--- src/rtl/mem_rd_ctr_b.sv ---
// Frame BRAM read-side controller: sweeps port B after a start pulse and
// streams pixels with sol/eol/eof markers through a credit-guarded skid FIFO.
module mem_rd_ctr_b #(
    parameter int MAX_ROW = 360,
    parameter int MAX_COL = 540,
    parameter int RD_LAT  = 1
) (
    input  logic        clk,
    input  logic        rst_n,
    output logic        enb_o,
    output logic        web_o,
    output logic [17:0] addrb_o,
    output logic [7:0]  d2memb_o,
    input  logic [7:0]  mem2db_i,
    input  logic        start_i,
    output logic        busy_o,
    output logic        done_o,
    output logic [7:0]  pixel_o,
    output logic        pixel_vld_o,
    input  logic        pixel_rdy_i,
    output logic        sol_o,
    output logic        eol_o,
    output logic        eof_o
);

    localparam int N     = MAX_ROW * MAX_COL;
    localparam int DEPTH = RD_LAT + 2;
    localparam int PW    = $clog2(DEPTH);
    localparam int CW    = $clog2(DEPTH + 1);
    localparam int XW    = $clog2(MAX_COL + 1);
    localparam int YW    = $clog2(MAX_ROW + 1);

    localparam logic [17:0]   LAST_ADDR = 18'(N - 1);
    localparam logic [XW-1:0] COL_LAST  = XW'(MAX_COL - 1);
    localparam logic [YW-1:0] ROW_LAST  = YW'(MAX_ROW - 1);
    localparam logic [PW-1:0] PTR_LAST  = PW'(DEPTH - 1);
    localparam logic [CW:0]   DEPTH_C   = (CW + 1)'(DEPTH);

    typedef enum logic [1:0] {
        IDLE,
        READ,
        DRAIN,
        DONE
    } state_t;

    state_t state, state_nxt;

    logic [17:0]     rd_addr;
    logic [RD_LAT-1:0] tag_q;
    logic [CW-1:0]   inflight;
    logic [CW-1:0]   fifo_cnt;
    logic [PW-1:0]   wr_ptr;
    logic [PW-1:0]   rd_ptr;
    logic [7:0]      fifo_mem [DEPTH];
    logic [XW-1:0]   col;
    logic [YW-1:0]   row;
    logic            credit;
    logic            issue;
    logic            push;
    logic            pop;
    logic            last_hs;

    // Reads in flight plus queued pixels never exceed the FIFO depth.
    assign credit  = ({1'b0, fifo_cnt} + {1'b0, inflight}) < DEPTH_C;
    assign issue   = (state == READ) && credit;
    assign push    = tag_q[RD_LAT-1];
    assign pop     = pixel_vld_o && pixel_rdy_i;
    assign last_hs = pop && eof_o;

    always_comb begin
        state_nxt = state;
        unique case (state)
            IDLE:    if (start_i) state_nxt = READ;
            READ:    if (issue && rd_addr == LAST_ADDR) state_nxt = DRAIN;
            DRAIN:   if (last_hs) state_nxt = DONE;
            DONE:    state_nxt = IDLE;
            default: state_nxt = IDLE;
        endcase
    end

    always_ff @(posedge clk or negedge rst_n) begin
        if (!rst_n) begin
            state <= IDLE;
        end else begin
            state <= state_nxt;
        end
    end

    always_ff @(posedge clk or negedge rst_n) begin
        if (!rst_n) begin
            rd_addr <= '0;
        end else if (state == DONE) begin
            rd_addr <= '0;
        end else if (issue && rd_addr != LAST_ADDR) begin
            rd_addr <= rd_addr + 18'd1;
        end
    end

    always_ff @(posedge clk or negedge rst_n) begin
        if (!rst_n) begin
            tag_q    <= '0;
            inflight <= '0;
        end else begin
            tag_q[0] <= issue;
            for (int i = 1; i < RD_LAT; i++) begin
                tag_q[i] <= tag_q[i-1];
            end
            unique case ({issue, push})
                2'b10:   inflight <= inflight + CW'(1);
                2'b01:   inflight <= inflight - CW'(1);
                default: inflight <= inflight;
            endcase
        end
    end

    always_ff @(posedge clk) begin
        if (push) begin
            fifo_mem[wr_ptr] <= mem2db_i;
        end
    end

    always_ff @(posedge clk or negedge rst_n) begin
        if (!rst_n) begin
            fifo_cnt <= '0;
            wr_ptr   <= '0;
            rd_ptr   <= '0;
        end else begin
            if (push) begin
                wr_ptr <= (wr_ptr == PTR_LAST) ? '0 : wr_ptr + PW'(1);
            end
            if (pop) begin
                rd_ptr <= (rd_ptr == PTR_LAST) ? '0 : rd_ptr + PW'(1);
            end
            unique case ({push, pop})
                2'b10:   fifo_cnt <= fifo_cnt + CW'(1);
                2'b01:   fifo_cnt <= fifo_cnt - CW'(1);
                default: fifo_cnt <= fifo_cnt;
            endcase
        end
    end

    // Output-side position; it follows handshakes, not reads.
    always_ff @(posedge clk or negedge rst_n) begin
        if (!rst_n) begin
            col <= '0;
            row <= '0;
        end else if (pop) begin
            if (eof_o) begin
                col <= '0;
                row <= '0;
            end else if (col == COL_LAST) begin
                col <= '0;
                row <= row + YW'(1);
            end else begin
                col <= col + XW'(1);
            end
        end
    end

    assign enb_o       = issue;
    assign web_o       = 1'b0;
    assign d2memb_o    = 8'h00;
    assign addrb_o     = rd_addr;
    assign busy_o      = (state != IDLE);
    assign done_o      = (state == DONE);
    assign pixel_vld_o = (fifo_cnt != '0);
    assign pixel_o     = pixel_vld_o ? fifo_mem[rd_ptr] : 8'h00;
    assign sol_o       = pixel_vld_o && (col == '0);
    assign eol_o       = pixel_vld_o && (col == COL_LAST);
    assign eof_o       = eol_o && (row == ROW_LAST);

endmodule

--- config.mk ---
export PLATFORM = sky130hd
export DESIGN_NAME = mem_rd_ctr_b
export DESIGN_NICKNAME = d
export VERILOG_FILES = /design/src/rtl/mem_rd_ctr_b.sv
export SDC_FILE = /design/constraint.sdc
export NUM_CORES = 1
export LEC_CHECK = 0
export ABC_AREA = 1
export CAP_MARGIN = 5
export CORE_MARGIN = 3
export CORE_UTILIZATION = 40
export CTS_CLUSTER_SIZE = 20
export DETAILED_ROUTE_END_ITERATION = 10
export PLACE_DENSITY_LB_ADDON = 0.15
export RECOVER_POWER = 25
export SLEW_MARGIN = 20
export SYNTH_ARGS = -nofsm -noshare
export SYNTH_HDL_FRONTEND = slang
export SYNTH_SLANG_ARGS = --single-unit
--- constraint.sdc ---
create_clock -name clk -period 4.5 [get_ports clk]
set_input_delay 1.35 -clock clk [delete_from_list [all_inputs] [get_ports clk]]
set_output_delay 1.35 -clock clk [all_outputs]
set_load 0.1 [all_outputs]
; Word level (Yosys, flattened, before mapping)
; Memory sizes are Yosys's and may differ from the RTL's.
; Index checks and enable logic that the tools add are counted.
[word_totals]
regBits = 48
ramBits = 24
in_bits = 12
n_memories = 1
[classes]
addsub = 10
order_cmp = 1
n_eq_ne = 16
muxes = 17
reduce_logical = 18
[memory_table]
columns = memory, depth, width, rd, rd_ports_with_merged_regs, write_ports, line
row1 = fifo_mem, 3, 8, 1, 0, 1, 54  ; logic [7:0] fifo_mem [DEPTH];
[ops]
columns = cell, count
row1 = 18-bit 2-to-1 mux, 2
row2 = 10-bit 2-to-1 mux, 2
row3 = "18-bit by 1-bit adder with 18-bit output, second input constant", 1
row4 = "18-bit == test, second input constant", 1
row5 = 9-bit 2-to-1 mux, 2
row6 = "18-bit != test, second input constant", 1
row7 = "2-bit == test, second input constant", 6
row8 = 2-bit nonzero test, 6
row9 = "10-bit by 1-bit adder with 10-bit output, second input constant", 1
row10 = "10-bit == test, second input constant", 1
row11 = 10-bit zero test, 1
row12 = 2-bit 2-to-1 mux, 5
row13 = "9-bit by 1-bit adder with 9-bit output, second input constant", 1
row14 = "9-bit == test, second input constant", 1
row15 = "2-bit by 1-bit adder with 2-bit output, second input constant", 4
row16 = 1-bit logical AND, 8
row17 = 8-bit 2-to-1 mux, 1
row18 = 2-bit case mux with 2 select lines, 2
row19 = 2-bit case mux with 4 select lines, 1
row20 = "2-bit by 1-bit == test with 1-bit output, second input constant", 3
row21 = "2-bit != test, second input constant", 2
row22 = "2-bit by 1-bit subtractor with 2-bit output, second input constant", 2
row23 = 2-bit by 2-bit adder with 3-bit output, 1
row24 = "3-bit by 2-bit < comparator with 1-bit output, second input constant", 1
row25 = other kinds (5), 6

; Depth between registers and ports, before layout
[depth]
ltp_word = 6
mapped_depth = 11

; Worst setup path before layout
; Ideal clock, no wire load.
[synth_path]
path_type = register -> output
start = reg col[0]
end = out sol_o
arrival_ps = 3551
required_ps = 3150
slack_ps = -401
path_stages_with_launch = 5
cell_sequence = dfrtp_1 -> inv_1 -> ha_1 -> nand3_1 -> nor4_1
[synth_between]
elab_chain_len = 2
[synth_rtl]
columns = item, line
row1 = "start, declared", 55  ; logic [XW-1:0] col;
row2 = "start signal, assigned", 155  ; col <= col + XW'(1);
row3 = 10-bit zero test, 168  ; assign sol_o = pixel_vld_o && (col == '0);
row4 = 1-bit logical AND, 168
row5 = "end, declared", 21  ; output logic sol_o,
; No other way between the ends.

; Worst setup path after layout
[layout_path]
start = reg fifo_cnt[0]
end = out pixel_vld_o
[layout_between]
elab_chain_len = 1
[layout_rtl]
columns = item, line
row1 = "start, declared", 51  ; logic [CW-1:0] fifo_cnt;
row2 = "start signal, assigned", 135  ; 2'b10: fifo_cnt <= fifo_cnt + CW'(1);
row3 = "start signal, assigned", 136  ; 2'b01: fifo_cnt <= fifo_cnt - CW'(1);
row4 = "start signal, assigned", 137  ; default: fifo_cnt <= fifo_cnt;
row5 = 2-bit nonzero test, 166  ; assign pixel_vld_o = (fifo_cnt != '0);
row6 = "end, declared", 19  ; output logic pixel_vld_o,
; No other way between the ends.

==> results by group <==
Route
  • Antenna Nets Post-Route: 0
  • DRC errors left: 0
  • WL per Instance: 12.6 um
  • Met1 wire length: 3880 um
  • Top Metal Used: met4
  • TritonRoute pass-1 iters: 4
  • Final wirelength: 8120 um
  • Met2 routed wirelength: 3820 um
  • Avg Vias per Cell: 4.76
  • DRT iter0 DRCs: 128
  • Via count: 3058
  • WL met3: 332 um

Timing
  • Final setup viols: 0
  • Max Slew Vio Count: 29
  • RSZ-0062 raised after global routing: false
  • Relative slew margins: -5.45%
  • Final worst slack: 0.778 ns
  • Worst Skew: 0.0162 ns
  • Worst-Margin Slew: 1.58 ns
  • Crit path time final: 3.72 ns
  • Maximum clock frequency: 269 MHz
  • Final hold viol count: 0
  • Final period util: 82.7%
  • Total negative setup slack: 0 ns

Worst setup path
  • Crit Path Max Fanout: 9
  • R2r startpoint: fifo_cnt[0]
  • CP Data Required Time: 3.15 ns
  • Crit path max-delay family: buffers and inverters
  • Reg2reg path depth: 10
  • Slowest Stage Delay on Critical Path: 1.05 ns
  • Reg2Reg Capture Point: inflight[1]
  • Worst Path Buf+Inv: 2
  • Worst EP arrival: 2.37 ns
  • CP max stage cell: clkdlybuf4s50_1
  • Critical path endpoint category: primary output
  • Setup crit start kind: flip-flop
  • Worst-path cell chain: nor2_4 -> clkinv_1 -> clkdlybuf4s50_1
  • R2R setup slack: 2.04 ns
  • Critical path class: flip-flop to primary output

Synthesis
  • Seq/Total Area, Yosys: 49.5%
  • Mapped cell area: 3880 um2
  • Avg Cell Area, Syn: 8.49 um2
  • Cells after Synth: 457
  • Most common cell in the netlist: nand2_1
  • Cell type with the largest total area after synthesis: dfrtp_1
  • Number of flops mapped to enable cells by yosys: 24
  • Dominant cells by area after synthesis: dfrtp_1 (31%), edfxtp_1 (19%), nand2_1 (13%)
  • Yosys warns: 0
  • Synth top area share: 31.0%
  • Ys async rst share: 66.7%
  • Ys flop type: dfrtp_1
  • Synth Register Bits: 72
  • Commonest cells post-synth: nand2_1 (131), dfrtp_1 (48), inv_1 (47)
  • Yosys cell types: 36

GRT
  • Initial antenna violation count: 0
  • Vias in the first global route: 2977
  • Largest net degree at the start of global routing: 29
  • GRT overflow: 0
  • First-pass GRT wire length: 14100 um
  • Overall Global Routing Usage: 15.6%

Hold path
  • Hold WC Path Type: flip-flop to flip-flop
  • Endpoint, Worst Hold: row[7]
  • Hold Startpoint: row[7]
  • Min-Delay Path Depth: 1

Power and ir drop
  • Pwr/cell area: 658 nW/um2
  • P_leak: 0.00212 uW
  • IR drop worst, VDD: 0.373 mV

Clock tree
  • Clock Sinks: 72
  • Clock-pin slew on the worst setup and hold paths: 0.07 ns
  • CTS tree: yes
  • Max clock buf depth: 2
  • Post-CTS Setup Repair Bufs: 0
  • Hold-fix buffers, CTS: 0
  • Clk_lat worst skew: 0.35 ns
  • Root Buffer: clkbuf_8
  • Resize count post-CTS: 0
  • CTS buffer count: 9
  • H-Tree Depth: 3

Floorplanning
  • Top-Level Pins: 54
  • Placeable core region: 9330 um2
  • Initial core utilization: 41.6%
  • Die W: 104 um
  • Row count: 35
  • Die area: 10900 um2
  • Die Ht: 104 um

Run
  • Max_cap viols: 1

Placed design
  • Pre-CTS WS: 1.12 ns
  • Gpl congestion: 0.807
  • Number of port buffers: 44
  • HPWL after DPL: 5690 um

Finish
  • Share of cells above drive strength 1: 8.95%
  • Nets: 534
  • Area grow syn2layout: 19.3%
  • Fillers: 900
  • Antenna Cells: 0

Status
  • Status: finished with violations
  • Failing checks: capacitance limit, slew limit
-- layout make-up --
type	instances	area, um2	share of cell area, %
Clock inverter	7	125	2.70
Timing Repair Buffer	48	420	9.08
Inverter	51	194	4.19
Multi-Input combinational cell	327	1680	36.3
Clock buffer	9	124	2.68
Sequential cell	72	1920	41.5
Tap cell	129	161	3.49
-- worst max path at each step --
| stage | from | depth (start not counted) | slack, ns | endpoint |
|---|---|---|---|---|
| floorplan | fifo_cnt[0] | 5 | 0.53 | enb_o |
| global placement | fifo_cnt[0] | 3 | 1.14 | pixel_vld_o |
| detailed placement | fifo_cnt[0] | 3 | 1.12 | pixel_vld_o |
| CTS | fifo_cnt[0] | 3 | 0.75 | pixel_vld_o |
| global route | fifo_cnt[0] | 3 | 0.65 | pixel_vld_o |
| finish | fifo_cnt[0] | 3 | 0.78 | pixel_vld_o |
-- state kept, by name (all words and copies together), names as in the netlist --
name	flops
addrb_o	18
col	10
fifo_cnt	2
fifo_mem	24
inflight	2
push	1
rd_ptr	2
row	9
state	2
wr_ptr	2
-- power breakdown --
part / internal (uW) / switching, uW
logic: 348 / 1130
clock network: 375 / 263
registers: 802 / 124
-- placed cells by master (no fill, tap or decap), types with 8 or more instances in the layout --
cell / n
xnor2_1: 10
dfrtp_1: 48
clkdlybuf4s50_1: 30
xor2_1: 13
inv_1: 47
nand4_1: 12
nor2_1: 42
nor3_1: 12
o21ai_0: 15
ha_1: 12
buf_4: 14
nand3_1: 40
conb_1: 9
a21oi_1: 8
clkbuf_8: 9
edfxtp_1: 24
nand2_1: 131
-- cells by family (layout without fill, tap and decap cells) --
kind of cell / after synthesis / in the layout / synth area share [%]
buffers and inverters: 66 / 115 / 8.03
AO/OA/AOI/OAI: 26 / 26 / 3.52
flip-flops: 72 / 72 / 49.5
AND/OR/NAND/NOR: 256 / 256 / 29.2
other: 1 / 9 / 0.0967
XOR/XNOR: 23 / 23 / 5.19
adder cells (fa/ha/maj): 13 / 13 / 4.39
-- worst register-to-register path, cell delays in order (launching register included) --
cell and delay [ns]:
dfrtp_1 0.45, ha_1 0.22, fa_1 0.43, nand2_1 0.08
nand2_1 0.04, nor2_1 0.32, inv_1 0.08, ha_1 0.33
a21oi_1 0.12, o21ai_0 0.11, xnor2_1 0.14
-- per-stage QoR --
step	utilization, %	hold WS [ns]	std cells	power, uW	instance area (um2)
2_1_floorplan	-	0.464	465	2140	3920
3_3_place_gp	47.1	0.492	627	2410	4390
3_5_place_dp	47.1	0.486	627	2430	4390
4_1_cts	49.8	0.499	643	3080	4640
5_1_grt	49.6	0.529	643	3250	4630
6_report	49.6	0.498	643	3040	4630
-- metal layers --
metal | track usage [%] | vias up
met2 | 25.4 | 67
met1 | 21.1 | 1424
met4 | 5.03 | 0
met5 | 0 | -
li1 | - | 1560
met3 | 2.98 | 7
Power figures use the tool's default switching activity.
==> variant (config.mk and constraints unchanged) <==
Encoding of `state_t`: now Gray code (2 bits for 4 states).
--- a/src/rtl/mem_rd_ctr_b.sv
+++ b/src/rtl/mem_rd_ctr_b.sv
@@ -37,10 +37,10 @@
     localparam logic [CW:0]   DEPTH_C   = (CW + 1)'(DEPTH);
 
     typedef enum logic [1:0] {
-        IDLE,
-        READ,
-        DRAIN,
-        DONE
+        IDLE  = 2'b00,
+        READ  = 2'b01,
+        DRAIN = 2'b11,
+        DONE  = 2'b10
     } state_t;
 
     state_t state, state_nxt;
Function: no difference found for any inputs over 10 cycles, from zero or initial values and one cycle with rst_n low; not proved beyond that.
==> variant against the original RTL <==
The flow still finishes with violations (capacitance limit, slew limit); design area increased by 1.2%; synthesized cell count increased by 5.0%; hold slack gained 0.019 ns; routed wire length increased by 3.1%; setup slack better by 0.15 ns; power up 11%; non-clock buffer count rose by 1; sequential cell count unchanged; global-route usage grew 0.57 points; area after synthesis increased by 2.5%; utilization decreased by 0.094 points; critical endpoint is now done_o; largest cell class unchanged; largest power group unchanged; highest routed layer unchanged.
==> variant: results (changes against the original RTL) <==
metric,value,unit,change
placer congestion estimate,0.820,,was 0.807
Routed WL per cell,12.6,um,about the same
post-DR vias/cell,4.75,,was 4.76
total iterations of the first detailed-routing run,4,,unchanged
Critical Path Slowest Stage Cell,clkdlybuf4s50_1,,unchanged
clock latency on the worst-skew pair,0.34,ns,
Cells after Synth,480,,was 457
cell taking the most area after synthesis,dfrtp_1,,unchanged
Lkg Pwr,2.07,nW,was 2.12 nW
Final Non-Filler Cells,665,,was 643
H-tree depth,3,,unchanged
HPWL Detailed,6.01,mm,was 5.69 mm
Max Fanout on Critical Path,3,,was 9
peak supply drop,0.450,mV,was 0.373 mV
final net count,551,,was 534
Port Buffers,44,,unchanged
CTS root buf,clkbuf_8,,unchanged
antenna cells,0,,unchanged
number of synthesized flops with an enable pin,24,,unchanged
Post-synth ARST share,66.7,%,unchanged
clock slew at reported path FFs,0.08,ns,
Pins Over Slew Limit,34,,was 29
largest net degree at the start of global routing,34,,was 29
clk_skew,0.00836,ns,was 0.0162 ns
Setup Buffers After CTS,0,,unchanged
clk buf depth,2,,unchanged
outcome,finished with violations,,unchanged
"slowest stage delay, CP",1.16,ns,was 1.05 ns
commonest cells in the netlist,"nand2_1, nand3_1, inv_1",,"was nand2_1, dfrtp_1, inv_1"
Synth area leaders,"dfrtp_1, edfxtp_1, nand2_1",,unchanged
Yosys cell types,34,,was 36
Top reg by flops,fifo_mem,,unchanged
Worst-Margin Slew,1.86,ns,was 1.58 ns
dpl cells,649,,was 627
GR Util All Layers,16.2,%,was 15.6%
Yosys Warn Count,0,,unchanged
CP top delay family,buffers and inverters,,unchanged
vias in the first global route,3186,,was 2977
sequential element share of the synthesized area,48.3,%,was 49.5%
TritonCTS Buffers,9,,unchanged
first-pass GRT wire length,14.8,mm,was 14.1 mm
total of max-cap violations,1,,unchanged
fillers,920,,was 900
Hold Path Class,reg -> reg,,unchanged
failing checks,"capacitance limit, slew limit",,unchanged
antenna violations before repair,0,,unchanged
drt first-iter violations,116,,was 128
layout cells sized above 1,10.3,%,was 8.95%
variant: worst paths after layout:
path                              from    endpoint  slack (ns)  depth (start not counted)
hold reg to reg              rd_ptr[0]   rd_ptr[0]        0.52                          2
max in group asynchronous        rst_n   wr_ptr[1]        1.90                          2
min in group asynchronous        rst_n      row[6]        1.51                          1
hold / removal               rd_ptr[0]   rd_ptr[0]        0.52                          2
setup reg to reg           fifo_cnt[0]  addrb_o[3]        2.05                         10
setup / recovery              state[1]      done_o        0.93                          3
variant: metal layers:
| layer | vias up | share of wire [%] | global-route usage, % |
|---|---|---|---|
| met4 | 0 | 1.1 | 5.55 |
| met3 | 6 | 3.6 | 2.94 |
| met2 | 51 | 45 | 24.9 |
| met1 | 1471 | 50 | 23.0 |
| met5 | - | 0 | 0 |
| li1 | 1632 | - | - |
variant: final cells by class:
class / instances / area share (%)
Timing Repair Buffer: 49 / 9.13
Tap cell: 129 / 3.45
Clock buffer: 9 / 2.64
Clock inverter: 7 / 2.19
Inverter: 54 / 4.33
Multi-Input combinational cell: 345 / 37.2
Sequential cell: 72 / 41.0
variant: power breakdown:
group,leakage [nW],internal (W),switching (W)
combinational,1.13,0.000433,0.00138
sequential,0.831,0.000848,0.000148
clock,0.110,0.000318,0.000264
variant: metrics by stage:
step | power [W] | utilization (%) | hold WS, ns | area (um2) | setup slack [ns]
6_report | 0.00339 | 49.5 | 0.517 | 4680 | 0.933
3_3_place_gp | 0.00285 | 47.3 | 0.488 | 4480 | 1.34
3_5_place_dp | 0.00287 | 47.3 | 0.494 | 4480 | 1.29
2_1_floorplan | 0.00256 | - | 0.464 | 4010 | 0.211
5_1_grt | 0.00362 | 49.5 | 0.550 | 4680 | 0.837
4_1_cts | 0.00346 | 49.7 | 0.517 | 4700 | 0.903
variant: kinds of logic (layout without fill, tap and decap cells):
kind of cell | count (synthesis) | in the layout | share of synthesized area [%]
XOR/XNOR | 19 | 19 | 4.19
AO/OA/AOI/OAI | 28 | 28 | 4.34
AND/OR/NAND/NOR | 281 | 281 | 32.0
flip-flops | 72 | 72 | 48.3
buffers and inverters | 71 | 119 | 8.37
adder cells (fa/ha/maj) | 8 | 8 | 2.71
other | 1 | 9 | 0.0943
variant: worst reg2reg max path, cell delays in order, from the launching register on:
cell     delay (ns)
dfrtp_1        0.44
ha_1           0.22
fa_1           0.43
nand2_1        0.09
nand2_2        0.05
nor2_1         0.26
inv_2          0.10
nor2_4         0.41
nor2_8         0.17
nand2_1        0.12
o21ai_2        0.05
